[src/rtl/tjrpu_span_dispatcher.sv]
// tjrpu_span_dispatcher: queues horizontal span jobs (y, x_start, x_end) in a
// small FIFO and hands each one to a free tile rasterizer chosen round-robin.
// Spans with x_end < x_start are dropped at the FIFO head.
//
// Optional feature macro: TJRPU_SPAN_STATS_EN adds the saturating
// dispatch_count / drop_count outputs.
//
// Ports:
//   wb_clk_i, wb_rst_i          clock, synchronous active-high reset
//   span_valid/span_ready       producer handshake
//   span_y/x_start/x_end        incoming span coordinates
//   tile_done                   per-tile completion pulses
//   tile_start                  per-tile launch pulses (one-hot, one cycle)
//   y/x_start/x_end             per-tile coordinate registers, tile i at [i*COORD_W +: COORD_W]
//   busy_mask                   per-tile busy flags
//   idle                        FIFO empty and no tile busy
//   dispatch_count, drop_count  statistics (TJRPU_SPAN_STATS_EN only)
module tjrpu_span_dispatcher #(
  parameter int unsigned NUM_TILES  = 64,
  parameter int unsigned COORD_W    = 8,
  parameter int unsigned FIFO_DEPTH = 4
) (
  input  logic                           wb_clk_i,
  input  logic                           wb_rst_i,
  input  logic                           span_valid,
  output logic                           span_ready,
  input  logic [COORD_W-1:0]             span_y,
  input  logic [COORD_W-1:0]             span_x_start,
  input  logic [COORD_W-1:0]             span_x_end,
  input  logic [NUM_TILES-1:0]           tile_done,
  output logic [NUM_TILES-1:0]           tile_start,
  output logic [NUM_TILES*COORD_W-1:0]   y,
  output logic [NUM_TILES*COORD_W-1:0]   x_start,
  output logic [NUM_TILES*COORD_W-1:0]   x_end,
  output logic [NUM_TILES-1:0]           busy_mask,
`ifdef TJRPU_SPAN_STATS_EN
  output logic [31:0]                    dispatch_count,
  output logic [15:0]                    drop_count,
`endif
  output logic                           idle
);

  localparam int unsigned IDX_W = $clog2(NUM_TILES);
  localparam int unsigned PTR_W = $clog2(FIFO_DEPTH);
  localparam int unsigned CNT_W = PTR_W + 1;

  typedef struct packed {
    logic [COORD_W-1:0] y;
    logic [COORD_W-1:0] x_start;
    logic [COORD_W-1:0] x_end;
  } span_t;

  span_t              mem [FIFO_DEPTH];
  logic [PTR_W-1:0]   wr_ptr;
  logic [PTR_W-1:0]   rd_ptr;
  logic [CNT_W-1:0]   count;
  logic [IDX_W-1:0]   rr;

  logic               full;
  logic               empty;
  logic               push;
  logic               pop;
  logic               dispatch;
  logic               drop;
  logic               head_ok;
  logic               found;
  logic [IDX_W-1:0]   win;
  logic [NUM_TILES-1:0] win_oh;
  span_t              head;

  // FIFO status comes from registered count only
  assign full       = (count == CNT_W'(FIFO_DEPTH));
  assign empty      = (count == '0);
  assign span_ready = !full;
  assign idle       = empty && (busy_mask == '0);
  assign push       = span_valid && !full;

  assign head     = mem[rd_ptr];
  assign head_ok  = (head.x_end >= head.x_start);
  assign drop     = !empty && !head_ok;
  assign dispatch = !empty && head_ok && found;
  assign pop      = dispatch || drop;

  // Round-robin search: first free tile at index >= rr, wrapping through 0
  always_comb begin
    found = 1'b0;
    win   = rr;
    for (int k = 0; k < int'(NUM_TILES); k++) begin
      if (!found && !busy_mask[IDX_W'(rr + IDX_W'(k))]) begin
        found = 1'b1;
        win   = IDX_W'(rr + IDX_W'(k));
      end
    end
  end

  always_comb begin
    win_oh      = '0;
    win_oh[win] = 1'b1;
  end

  // FIFO storage needs no reset; validity is tracked by count
  always_ff @(posedge wb_clk_i) begin
    if (push) mem[wr_ptr] <= {span_y, span_x_start, span_x_end};
  end

  // FIFO pointers, arbitration state and per-tile registers
  always_ff @(posedge wb_clk_i) begin
    if (wb_rst_i) begin
      wr_ptr     <= '0;
      rd_ptr     <= '0;
      count      <= '0;
      rr         <= '0;
      busy_mask  <= '0;
      tile_start <= '0;
      y          <= '0;
      x_start    <= '0;
      x_end      <= '0;
    end else begin
      if (push) wr_ptr <= PTR_W'(wr_ptr + PTR_W'(1));
      if (pop)  rd_ptr <= PTR_W'(rd_ptr + PTR_W'(1));
      count <= CNT_W'(count + CNT_W'(push) - CNT_W'(pop));

      // Done clears and the winner's set land together; the winner is never a done tile
      busy_mask  <= (busy_mask & ~tile_done) | (dispatch ? win_oh : '0);
      tile_start <= dispatch ? win_oh : '0;
      if (dispatch) rr <= IDX_W'(win + IDX_W'(1));

      for (int i = 0; i < int'(NUM_TILES); i++) begin
        if (dispatch && (win == IDX_W'(i))) begin
          y[i*COORD_W +: COORD_W]       <= head.y;
          x_start[i*COORD_W +: COORD_W] <= head.x_start;
          x_end[i*COORD_W +: COORD_W]   <= head.x_end;
        end
      end
    end
  end

`ifdef TJRPU_SPAN_STATS_EN
  // Saturating statistics counters
  always_ff @(posedge wb_clk_i) begin
    if (wb_rst_i) begin
      dispatch_count <= '0;
      drop_count     <= '0;
    end else begin
      if (dispatch && (dispatch_count != '1)) dispatch_count <= dispatch_count + 32'd1;
      if (drop && (drop_count != '1))         drop_count     <= drop_count + 16'd1;
    end
  end
`endif

endmodule

[config.mk]
export PLATFORM = sky130hd
export DESIGN_NAME = tjrpu_span_dispatcher
export DESIGN_NICKNAME = d
export VERILOG_FILES = /design/src/rtl/tjrpu_span_dispatcher.sv
export SDC_FILE = /design/constraint.sdc
export NUM_CORES = 2
export LEC_CHECK = 0
export BUFFER_PORTS_ARGS = -buffer_cell sky130_fd_sc_hd__buf_2
export CELL_PAD_IN_SITES_DETAIL_PLACEMENT = 0
export CELL_PAD_IN_SITES_GLOBAL_PLACEMENT = 1
export CORE_AREA = 4 4 677 679
export CTS_CLUSTER_DIAMETER = 200
export DETAILED_ROUTE_END_ITERATION = 8
export DIE_AREA = 0 0 681 683
export PLACE_DENSITY = 0.45
export SLEW_MARGIN = 5
export SYNTH_ARGS = -nofsm -noshare
export SYNTH_HDL_FRONTEND = slang
export SYNTH_SLANG_ARGS = --single-unit
[constraint.sdc]
create_clock -name wb_clk_i -period 7.2 [get_ports wb_clk_i]
set_input_delay 0 -clock wb_clk_i [delete_from_list [all_inputs] [get_ports wb_clk_i]]
set_output_delay 0 -clock wb_clk_i [all_outputs]
set_load 0.005 [all_outputs]
---- Yosys cells after proc, flatten, opt, wreduce, memory -nomap -nowiden ----
Memory sizes are Yosys's and may differ from the RTL's. A register that Yosys moved wholly into a read port is not among the register bits.
Cells that the tools add are included.
word-level totals
  memories ................................ 1
  bits of input ports ..................... 91
  output and inout bits ................... 1666
  bits in writable memories ............... 96
  flip-flop bits (word level) ............. 1677
cells by class
  bitwise gates (word level) .............. 3
  add/sub/neg operators ................... 68
  reductions and logical operators ........ 265
  eq/ne operators ......................... 64
  muxes and demuxes ....................... 262
  order comparisons ....................... 67
memory list
  name  words  width  rd ports  clocked after memory_dff  write ports  line  RTL
  mem   4      24     1         1                         1            53    span_t mem [FIFO_DEPTH];
operators by type and width
  cell                   number
  $lt A6 B7 Y1 const B   65
  $bmux W1 S6            64
  $mux W6                63
  $add A6 B6 Y6 const B  32
  $eq A6 B6 Y1 const B   32
  $logic_and A1 B1 Y1    133
  $mux W1                131
  $logic_not A1 Y1       128
  $add A6 B5 Y6 const B  16
  $eq A6 B5 Y1 const B   16
  $and A64 B64 Y64       1
  $logic_not A64 Y1      1
  $mux W64               1
  $not A64 Y64           1
  $or A64 B64 Y64        1
  $add A6 B4 Y6 const B  8
  $eq A6 B4 Y1 const B   8
  $add A6 B3 Y6 const B  4
  $eq A6 B3 Y1 const B   4
  $add A6 B1 Y6 const B  2
  $add A6 B2 Y6 const B  2
  $eq A6 B2 Y1 const B   2
  $ge A8 B8 Y1           1
  $demux W1 S6           1
  other kinds (10)       12

---- Longest topological paths before layout ----
  depth after elaboration ................. 198
  depth in mapped cells ................... 35
  depth with buffers taken out ............ 23

---- Least setup slack after synthesis ----
No wires, ideal clock.
  path kind ............................... reg2reg
  start ................................... register rr[2]
  end ..................................... register y[136]
  period minus slack after synthesis ...... 7.980 ns
  stages on the path, launching flop included .. 35
  library setup time ...................... 0.128 ns
  path slack .............................. -0.780 ns
  buffers on the path ..................... 12
  data arrival time ....................... 7.852 ns
  cell sequence ........................... dfxtp_1 -> buf_4 -> clkbuf_1 -> inv_1 -> clkbuf_1 -> clkbuf_1 -> ha_1 -> clkbuf_1 -> clkbuf_1 -> clkbuf_1 -> mux4_2 -> mux2i_1 -> mux2_2 -> nor3_1 -> and4_1 -> buf_4 -> nand3_1 -> or3_1 -> clkbuf_1 -> nor4b_2 -> o31a_1 -> a31oi_1 -> a2111oi_0 -> a21oi_1 -> clkbuf_1 -> inv_1 -> ha_1 -> clkbuf_1 -> inv_1 -> nor3_1 -> nand2_1 -> a211oi_4 -> buf_4 -> mux2i_1 -> nor2_1
on the way
  longest elaborated chain between the ends .. 194
ends and longest elaborated chain
  item                                                        line     RTL
  start: declaration                                          57       logic [IDX_W-1:0] rr;
  start signal: assignment                                    126      if (dispatch) rr <= IDX_W'(win + IDX_W'(1));
  $add A6 B1 Y6                                               89, 91
  $bmux W1 S6                                                 89       if (!found && !busy_mask[IDX_W'(rr + IDX_W'(k))]) begin
  $mux W1 (not written as such)                               89
  $logic_not A1 Y1                                            89
  $logic_and A1 B1 Y1                                         89
  $mux W1                                                     89
  $logic_not A1 Y1                                            89
  $logic_and A1 B1 Y1                                         89
  (+178 left out)                                             --
  $logic_not A1 Y1                                            89
  $logic_and A1 B1 Y1                                         89
  $mux W1                                                     89
  $logic_not A1 Y1                                            89
  $logic_and A1 B1 Y1                                         89
  $mux W6 / $mux W1 (equally long branches)                   89
  $eq A6 B5 Y1 / $logic_and A1 B1 Y1 (equally long branches)  129, 81
  $logic_and A1 B1 Y1 *                                       129      if (dispatch && (win == IDX_W'(i))) begin
  end signal: indexed assignment                              130      y[i*COORD_W +: COORD_W] <= head.y;
  end: declaration                                            32       output logic [NUM_TILES*COORD_W-1:0] y,
Every way passes the cells marked *; elsewhere a longest branch is shown, timed or not. The select of a mux whose other input is x is not followed.
A chain may end at the register's enable or synchronous reset.

---- Final worst setup path ----
  start ................................... register rr[3]
  end ..................................... register tile_start[45]
on the way
  longest elaborated chain between the ends .. 197
ends and longest elaborated chain
  item                                                                       line    RTL
  $add A6 B1 Y6                                                              89, 91
  $bmux W1 S6                                                                89
  $mux W1 (not written as such)                                              89
  $logic_not A1 Y1                                                           89
  $logic_and A1 B1 Y1                                                        89
  $mux W1                                                                    89
  $logic_not A1 Y1                                                           89
  $logic_and A1 B1 Y1                                                        89
  (+181 left out)                                                            --
  $logic_not A1 Y1                                                           89
  $logic_and A1 B1 Y1                                                        89
  $mux W6                                                                    89
  $lt A6 B7 Y1 (not written as such) / $ge A6 B1 Y1 (equally long branches)  98      win_oh[win] = 1'b1;
  $logic_and A1 B1 Y1 (not written as such)                                  98
  $mux W1 (not written as such)                                              98
  $demux W1 S6                                                               98
  $mux W64 *                                                                 --
  end signal: assignment                                                     125     tile_start <= dispatch ? win_oh : '0;
  end: declaration                                                           31      output logic [NUM_TILES-1:0] tile_start,
Marks and branches as above.

==> results.toml <==
[outcome]
outcome = "finished, final reports clean"

[synthesis]
yosys.area_share.simple = 0.1434
synth_top_family_by_area = "multiplexers"
synth_adder_area_share = 0.005761
ys_seq_area_frac = 0.4591
ys_types = 116
synth-async-reset-ratio = 0
syn_nets = 8031
ys_warn_count = 0
ys_seq_elements = 1775
synth_compound_area_frac = 0.06836
synthXorXnorAreaFrac = 0.01012
synth_edf_count = 96
yosysTopAreaCell = "dfxtp_1"
synth_top_cell_area_share = 0.4228
synth_ff_type = "dfxtp_1"
synthCells = 7904
synth_area_mm2 = 0.07949
synthTopCellsByArea = "dfxtp_1 42%, mux2i_1 21%, nor2_1 8.7%, mux4_2 5.0%, edfxtp_1 3.6%"
synth.avg_cell_area_um2 = 10.06
synth_mux_area_frac = 0.2682

[clocking]
clock_latency_ps = 980
cts_tree = "built"
cts.clk_slew.worst_paths_ps = 60
cts_htree_levels = 4
cts_buffer_depth = 4
numCtsBuffers = 217
clock-sinks = 1775
cts-root-buf = "clkbuf_16"

[worst_setup_path]
start_kind = "register"
critPathMaxFanout = 12
critPathSlowestCell = "ha_1"
cp.required_ps = 7900
worstPathArrival_ps = 7830
cp_num_cells = 29
crit_path_frequent_cell = "buf_4"
max_stage_delay_ps = 620
reg2reg_depth = 29
setup.worst_path.end_class = "register"
cp_num_buf_inv = 12
critPathTopFamily = "buffers and inverters"
crit_type = "reg2reg"

[global_routing]
grt_max_degree = 216
grt_pass1_vias = 75430
grt_first_pass_wirelength_mm = 696.1
antenna_found_initial = 61
track_usage = 0.2170
grt.overflow.total = 0

[place]
dpl.cell_count = 16470
io_buffer_count = 1756
gp_congestion = 0.9721
place_hpwl_mm = 404.1

[sta]
grt_setup_unrepaired = "true"
finalHoldViolations = 0
fmax_mhz = 140.3
slew_viol_final = 0
fin_skew_ps = 139.6
post-route-min-period_ps = 7129
relSlewSlack = 0.1924
finalHoldWorstSlack_ps = 130.9
setup_viol = 0
max_slew.worst_pin.slew_ps = 1211
period_share = 0.9902

[finish]
final_common_cell = "nor2_1"
final_cells = 17200
area_growth_pct = 49.25
fillers = 48540
layout_common_cells = "1845 x nor2_1, 1756 x buf_2, 1672 x dfxtp_1"
multi_input_area_mm2 = 0.04072
drive_above_1_share = 0.3789
num-nets-final = 11160
regArea_mm2 = 0.03651

[floorplan]
die_area_mm2 = 0.4651
die_h_um = 683
rows = 247
pin_count = 1757
core_area_mm2 = 0.4518
initial_utilization = 0.1759
die_w_um = 681

[routing]
drtIter0Drc = 6056
firstDrtPassIters = 6
vias = 76470
wl_mm = 532.6
drc = 0
via_per_inst = 4.446
wl_per_cell_um = 30.97
drtAntennaViolNets = 0

[pwr]
power_leakage_nw = 54.87
clkPwrFrac = 0.307
internal-power_mw = 22.07
switching_share = 0.4104
seqPwrFrac = 0.280
powerDensity_mw_per_mm2 = 315.5
switching_power_mw = 15.36
irDropWorstVdd_v = 0.0002413
combPwrFrac = 0.413

[job]
timing.max_cap.violations = 0

[worst_hold_path]
hold_path_depth = 5
min_path_type = "in2reg"
[per-layer routing]
layer  GRT usage  routed length (um)  vias to the layer above
met5           0                  99                        -
met2      0.3754              259800                     2986
li1            -                   -                    33940
met1      0.2682              218500                    38890
met4     0.06407               18790                       16
met3     0.04785               35480                      640
[worst min-delay path: stages]
cell and delay [ps]:
dlygate4sd3_1 540, buf_2 100, nor2_1 120, nand2_1 130, o31ai_1 70
[area by class of cell]
class / count / share of cell area
Timing Repair Buffer: 3564 / 0.2207
Inverter: 66 / 0.002130
Sequential cell: 1775 / 0.3077
Antenna cell: 16 / 0.0003375
Clock buffer: 320 / 0.05418
Multi-Input combinational cell: 5405 / 0.3432
Clock inverter: 79 / 0.008637
Tap cell: 5976 / 0.06302
[kinds of logic after synthesis]
| family | count (synthesis) |
|---|---|
| and+or+nand+nor | 2665 |
| muxes | 1897 |
| DFF | 1775 |
| AOI/OAI and AO/OA | 728 |
| buffers and inverters | 724 |
| xor gates and xnor gates | 79 |
| adders and majority gates | 36 |
[registers in the layout (all words and copies together) (netlist names), 3 cells and up, named ones only]
register	cells
busy_mask	64
rr	6
mem	96
x_end	512
count	3
x_start	512
y	512
tile_start	64
[timing repair]
item | in CTS | in global routing
resized for setup | 127 | 131
endpoints found under the setup margin | 1668 | 1277
buffers inserted | 57 | 60
hold buffers | 182 | 0
pin swaps | 47 | 42
endpoints found under the hold margin | 381 | 0
cloned | 11 | 9
[metrics by stage]
step	TNS (ps)	setup WS [ps]	power [mW]	util	cell area, um^2
2_1_floorplan	0	3.155	16.65	-	79570
3_3_place_gp	-1509890	-1630	25.60	0.2352	106300
3_5_place_dp	-1354920	-1454	25.56	0.2352	106300
4_1_cts	0	1.606	37.61	0.2595	117200
5_1_grt	-125.1	-24.26	38.79	0.2625	118600
6_report	0	70.64	37.43	0.2626	118600
[synthesized netlist by cell type (16+ instances only)]
master,count
nor2_1,1853
nor2b_1,26
and4_1,16
nand3_1,109
a211oi_1,23
a21o_1,27
nand2_1,315
nor4_1,41
a31oi_1,33
nand2b_1,24
edfxtp_1,96
o31ai_1,19
o211ai_1,25
or3_1,16
mux4_2,176
and3_1,34
mux2_2,37
a22o_1,21
a22oi_1,35
a32oi_1,18
nor3_1,53
or2_2,23
xnor2_1,59
o21ai_0,143
a21oi_1,131
buf_6,39
ha_1,35
inv_1,58
clkbuf_1,341
a211oi_4,32
nand4_1,47
o22ai_1,43
mux2i_1,1676
buf_2,98
buf_4,108
dfxtp_1,1679
and2_1,27
buf_1,68
[power by group through the flow]
| stage | clock network (mW) | logic [mW] | registers [mW] |
|---|---|---|---|
| after global routing | 12.2 | 16.1 | 10.5 |
| final | 11.5 | 15.4 | 10.5 |
| after floorplan | 0 | 6.00 | 10.7 |
| after CTS | 11.9 | 15.3 | 10.5 |
| after detailed placement | 0 | 14.9 | 10.7 |
| after global placement | 0 | 14.9 | 10.7 |
[worst paths after layout]
check	startpoint	slack, ps	end
max	rr[3]$_SDFFE_PP0P_	70	tile_start[45]$_SDFF_PP0_
min reg2reg	y[394]$_SDFFE_PP0P_	480	y[394]$_SDFFE_PP0P_
max reg2reg	rr[3]$_SDFFE_PP0P_	70	tile_start[45]$_SDFF_PP0_
min	tile_done[33]	130	busy_mask[33]$_SDFF_PP0_
No activity file was read; power rests on OpenSTA's default activity.
